[src/rtl/multiply_add.sv]
// Sequential shift-and-add multiply-accumulate: result = factor_a*factor_b + addend.
// One multiplier bit per cycle over WIDTH cycles, with a registered done pulse and overflow flag.
module multiply_add #(
    parameter int unsigned WIDTH = 32
) (
    input  logic             clk,
    input  logic             reset,
    input  logic             start,
    input  logic [WIDTH-1:0] factor_a,
    input  logic [WIDTH-1:0] factor_b,
    input  logic [WIDTH-1:0] addend,
    output logic             busy,
    output logic             done,
    output logic [WIDTH-1:0] result,
    output logic             overflow
);

    localparam int unsigned ACC_W = 2 * WIDTH + 1;
    localparam int unsigned CNT_W = (WIDTH > 1) ? $clog2(WIDTH) : 1;

    typedef enum logic [1:0] {
        S_IDLE,
        S_RUN,
        S_FINISH
    } state_t;

    state_t             r_state;
    state_t             w_state_next;
    logic [WIDTH-1:0]   r_a;
    logic [WIDTH-1:0]   r_b;
    logic [ACC_W-1:0]   r_acc;
    logic [CNT_W-1:0]   r_cnt;
    logic [ACC_W-1:0]   w_acc_sum;
    logic               w_accept;
    logic               w_last;

    // Next-state logic; start is only accepted outside RUN
    always_comb begin
        w_state_next = r_state;
        w_accept     = 1'b0;
        w_last       = (r_cnt == CNT_W'(WIDTH - 1));
        w_acc_sum    = r_acc;
        if (r_b[r_cnt]) begin
            w_acc_sum = r_acc + (ACC_W'(r_a) << r_cnt);
        end
        case (r_state)
            S_IDLE: begin
                if (start) begin
                    w_accept     = 1'b1;
                    w_state_next = S_RUN;
                end
            end
            S_RUN: begin
                if (w_last) begin
                    w_state_next = S_FINISH;
                end
            end
            S_FINISH: begin
                if (start) begin
                    w_accept     = 1'b1;
                    w_state_next = S_RUN;
                end else begin
                    w_state_next = S_IDLE;
                end
            end
            default: w_state_next = S_IDLE;
        endcase
    end

    // State, datapath and registered outputs
    always_ff @(posedge clk) begin
        if (reset) begin
            r_state  <= S_IDLE;
            r_a      <= '0;
            r_b      <= '0;
            r_acc    <= '0;
            r_cnt    <= '0;
            busy     <= 1'b0;
            done     <= 1'b0;
            result   <= '0;
            overflow <= 1'b0;
        end else begin
            r_state <= w_state_next;
            busy    <= (w_state_next == S_RUN);
            done    <= (w_state_next == S_FINISH);
            if (w_accept) begin
                r_a   <= factor_a;
                r_b   <= factor_b;
                r_acc <= ACC_W'(addend);
                r_cnt <= '0;
            end else if (r_state == S_RUN) begin
                r_acc <= w_acc_sum;
                r_cnt <= r_cnt + CNT_W'(1);
                // Outputs only move on the edge that completes the operation
                if (w_last) begin
                    result   <= w_acc_sum[WIDTH-1:0];
                    overflow <= |w_acc_sum[ACC_W-1:WIDTH];
                end
            end
        end
    end

endmodule
[config.mk]
export PLATFORM = sky130hd
export DESIGN_NAME = multiply_add
export DESIGN_NICKNAME = d
export VERILOG_FILES = /design/src/rtl/multiply_add.sv
export SDC_FILE = /design/constraint.sdc
export NUM_CORES = 1
export LEC_CHECK = 0
export BUFFER_PORTS_ARGS = -buffer_cell sky130_fd_sc_hd__buf_4
export CELL_PAD_IN_SITES_DETAIL_PLACEMENT = 1
export CELL_PAD_IN_SITES_GLOBAL_PLACEMENT = 2
export CORE_MARGIN = 3
export CORE_UTILIZATION = 38
export CTS_CLUSTER_SIZE = 16
export DETAILED_ROUTE_END_ITERATION = 16
export GPL_ROUTABILITY_DRIVEN = 1
export GPL_TIMING_DRIVEN = 0
export PLACE_DENSITY_LB_ADDON = 0.1
export SYNTH_ARGS = -nofsm -noshare
export SYNTH_HDL_FRONTEND = slang
export SYNTH_SLANG_ARGS = --single-unit
[constraint.sdc]
create_clock -name clk -period 12.1 [get_ports clk]
set_input_delay 0.605 -clock clk [delete_from_list [all_inputs] [get_ports clk]]
set_output_delay 0.605 -clock clk [all_outputs]
set_load 0.02 [all_outputs]
==> flow_summary.toml <==
[run_status]
status = "finished, final reports clean"

[yosys]
synth_cell_types = 78
ys.flop_type = "dfxtp_1"
synth_edf_count = 0
syn_inst = 1735
async_reset_ff_share_pct = 0
syn_nets = 1900
avgSynthCellArea_um2 = 7.47
ys_seq_area_share_pct = 26.4
syn-cell-area_um2 = 13000
ys_warn_count = 0
yosys_register_bits = 171

[die]
fp.dieW_um = 191
die_area_um2 = 36400
ios = 134
start_util_pct = 38.6
fp-row-count = 67
coreArea_um2 = 33600
die_h_um = 191

[global_routing]
grt_pass1_wl_um = 84200
grt_pass1_vias = 14000
grt_max_degree = 17
grt_util_all_layers_pct = 30.3
antenna_found_initial = 0
overflow = 0

[placement]
dp_cells = 2315
place_hpwl_um = 44800
routabilityCongestion = 0.966
pre_cts_slack_ps = 4280
port_buffers = 132
dpl-instance-area_um2 = 14500

[setup_path]
cp-start-kind = "flop"
worstPathRequired_ps = 12420
crit_path_end_kind = "flop"
path_max_fanout = 10
worstPathArrival_ps = 8300
path_class = "reg -> reg"

[final_layout]
antenna_cells = 0
post-route-util_pct = 44.8
fin_cells = 2345
final_area_um2 = 15100
areaGrowthSynthToFinish_pct = 16.3
drive_gt1_share_pct = 13.3
layout.nets = 2051

[clock_network]
cts_buffers = 17
clock_latency_ps = 470
clockBufferDepth = 2
cts_tree = "yes"
cts-root-buf = "clkbuf_16"
cts.htree.levels = 4
post_cts_buffers = 0
clock_sinks = 171
clk_pin_slew_ps = 70
cts-resized-gates = 0
ctsHoldBuffers = 0

[sta]
rsz0062_at_grt = "no"
slew_viol_final = 0
tightestPinTransition_ps = 1270
setup_ws_ps = 4110
period_share_pct = 66.0
finalClockSkew_ps = 11.5
hold_violations = 0
fmax_ghz = 0.125
final-setup-viol-count = 0
period_minus_slack_ps = 7990
setup-tns-final_ps = 0
slew_headroom_pct = 14.3

[drt]
drt_first_pass_iters = 6
routedWlPerCell_um = 23.6
drtIter0Drc = 1165
routed_wl_um = 55200
vias_per_cell = 5.93
drc = 0
drtAntennaViolNets = 0
vias = 13900

[run]
cap_violations = 0

[power_and_ir_drop]
powerDensity_nw_per_um2 = 97.1
p_leak_nw = 5.53
peakVddDrop_mv = 0.109

[worst_hold_path]
hold_class = "in -> reg"
worst max-delay path, stage by stage, from the launching register on:
cell,delay [ps]
dfxtp_1,510
buf_2,340
buf_1,520
clkbuf_1,480
mux4_2,350
mux2i_1,120
mux2_2,340
o22ai_1,310
ha_1,300
clkbuf_1,190
a21oi_1,240
o21a_1,180
a2bb2oi_1,360
a31oi_1,200
a2111oi_0,600
o21ai_0,580
a21o_1,330
a221oi_1,600
and4b_1,280
nand4_1,110
nor4_1,800
nor3_1,70
Yosys cell counts, types with 19 or more instances:
library cell	instances	share of area, %
a211oi_1	40	2.3
a21o_1	22	1.3
a21oi_1	224	8.6
a221oi_1	30	2.0
buf_1	23	0.67
clkbuf_1	84	2.4
dfxtp_1	171	26
ha_1	65	6.3
mux2_2	28	2.4
mux2i_1	59	4.6
mux4_2	27	4.7
nand2_1	287	8.3
nand4_1	29	1.4
nor2_1	252	7.3
nor3_1	27	1.0
o21ai_0	64	2.5
o21bai_1	19	1.1
xnor2_1	29	2.0
xor2_1	31	2.1
per-layer routing:
| layer | routed length [µm] | track usage [%] | up-vias |
|---|---|---|---|
| li1 | - | - | 6563 |
| met1 | 25700 | 41.3 | 6861 |
| met2 | 25400 | 49.8 | 402 |
| met3 | 2820 | 4.85 | 76 |
| met4 | 1290 | 8.27 | 0 |
| met5 | 0 | 0 | - |
flip-flops by register name, summed over array words and instances, names as in the netlist, 2 cells and up:
name	flops
r_acc	65
r_cnt	5
result	32
r_state	2
r_b	32
r_a	32
where the power goes:
group / internal, mW / switching (mW) / total (mW)
Clock: 0.301 / 0.253 / 0.554
Combinational: 0.112 / 0.189 / 0.301
Sequential: 0.586 / 0.0228 / 0.609
final cells by class:
type                            instances  area [µm²]
Tap cell                              448         561
Multi-Input combinational cell       1424        8990
Clock buffer                           19         433
Sequential cell                       171        3420
Fill cell                            4253       18500
Timing Repair Buffer                  132         991
Inverter                               17        63.8
Clock inverter                         11         124
Buffer                                123         490
through the flow:
stage          power [mW]  hold slack, ps
6_report             1.46             383
4_1_cts              1.47             366
3_3_place_gp        0.912             442
2_1_floorplan       0.801             432
3_5_place_dp        0.918             448
5_1_grt              1.53             366
placed cells by master (no fill, tap or decap), types with 4 or more instances in the layout:
master / count
nand2_1: 287
nor2_1: 252
a21oi_1: 224
dfxtp_1: 171
buf_4: 133
clkbuf_1: 86
ha_1: 65
o21ai_0: 64
mux2i_1: 59
a211oi_1: 40
xor2_1: 31
a221oi_1: 30
nand4_1: 29
xnor2_1: 29
mux2_2: 28
mux4_2: 27
nor3_1: 27
buf_1: 23
a21o_1: 22
o21bai_1: 19
inv_1: 17
o22ai_1: 17
clkbuf_16: 17
buf_2: 14
nand3_1: 14
a31oi_1: 13
nand2b_1: 10
nor4_1: 10
nor2b_1: 9
o21a_1: 8
o211ai_1: 8
and2_1: 7
o31ai_1: 7
and3_1: 6
or3_1: 6
or2_2: 6
a311oi_1: 6
o21ai_1: 5
a22oi_1: 4
a222oi_1: 4
logic make-up after synthesis:
family / Yosys count / synth area share [%]
flip-flops: 171 / 26.4
XOR/XNOR: 60 / 4.05
AND/OR/NAND/NOR: 674 / 21.9
AO/OA/AOI/OAI: 508 / 24.9
buffers and inverters: 140 / 4.28
adder cells (fa/ha/maj): 66 / 6.43
multiplexers: 116 / 12.1
path summary, 6_finish.rpt:
path	from	slack (ps)	cells past startpoint	endpoint
setup / recovery	r_cnt[1]	4110	21	overflow
hold / removal	addend[26]	380	3	r_acc[26]
setup reg to reg	r_cnt[1]	4110	21	overflow
hold reg to reg	r_b[17]	450	2	r_b[17]
(Power assumes the default switching activity.)
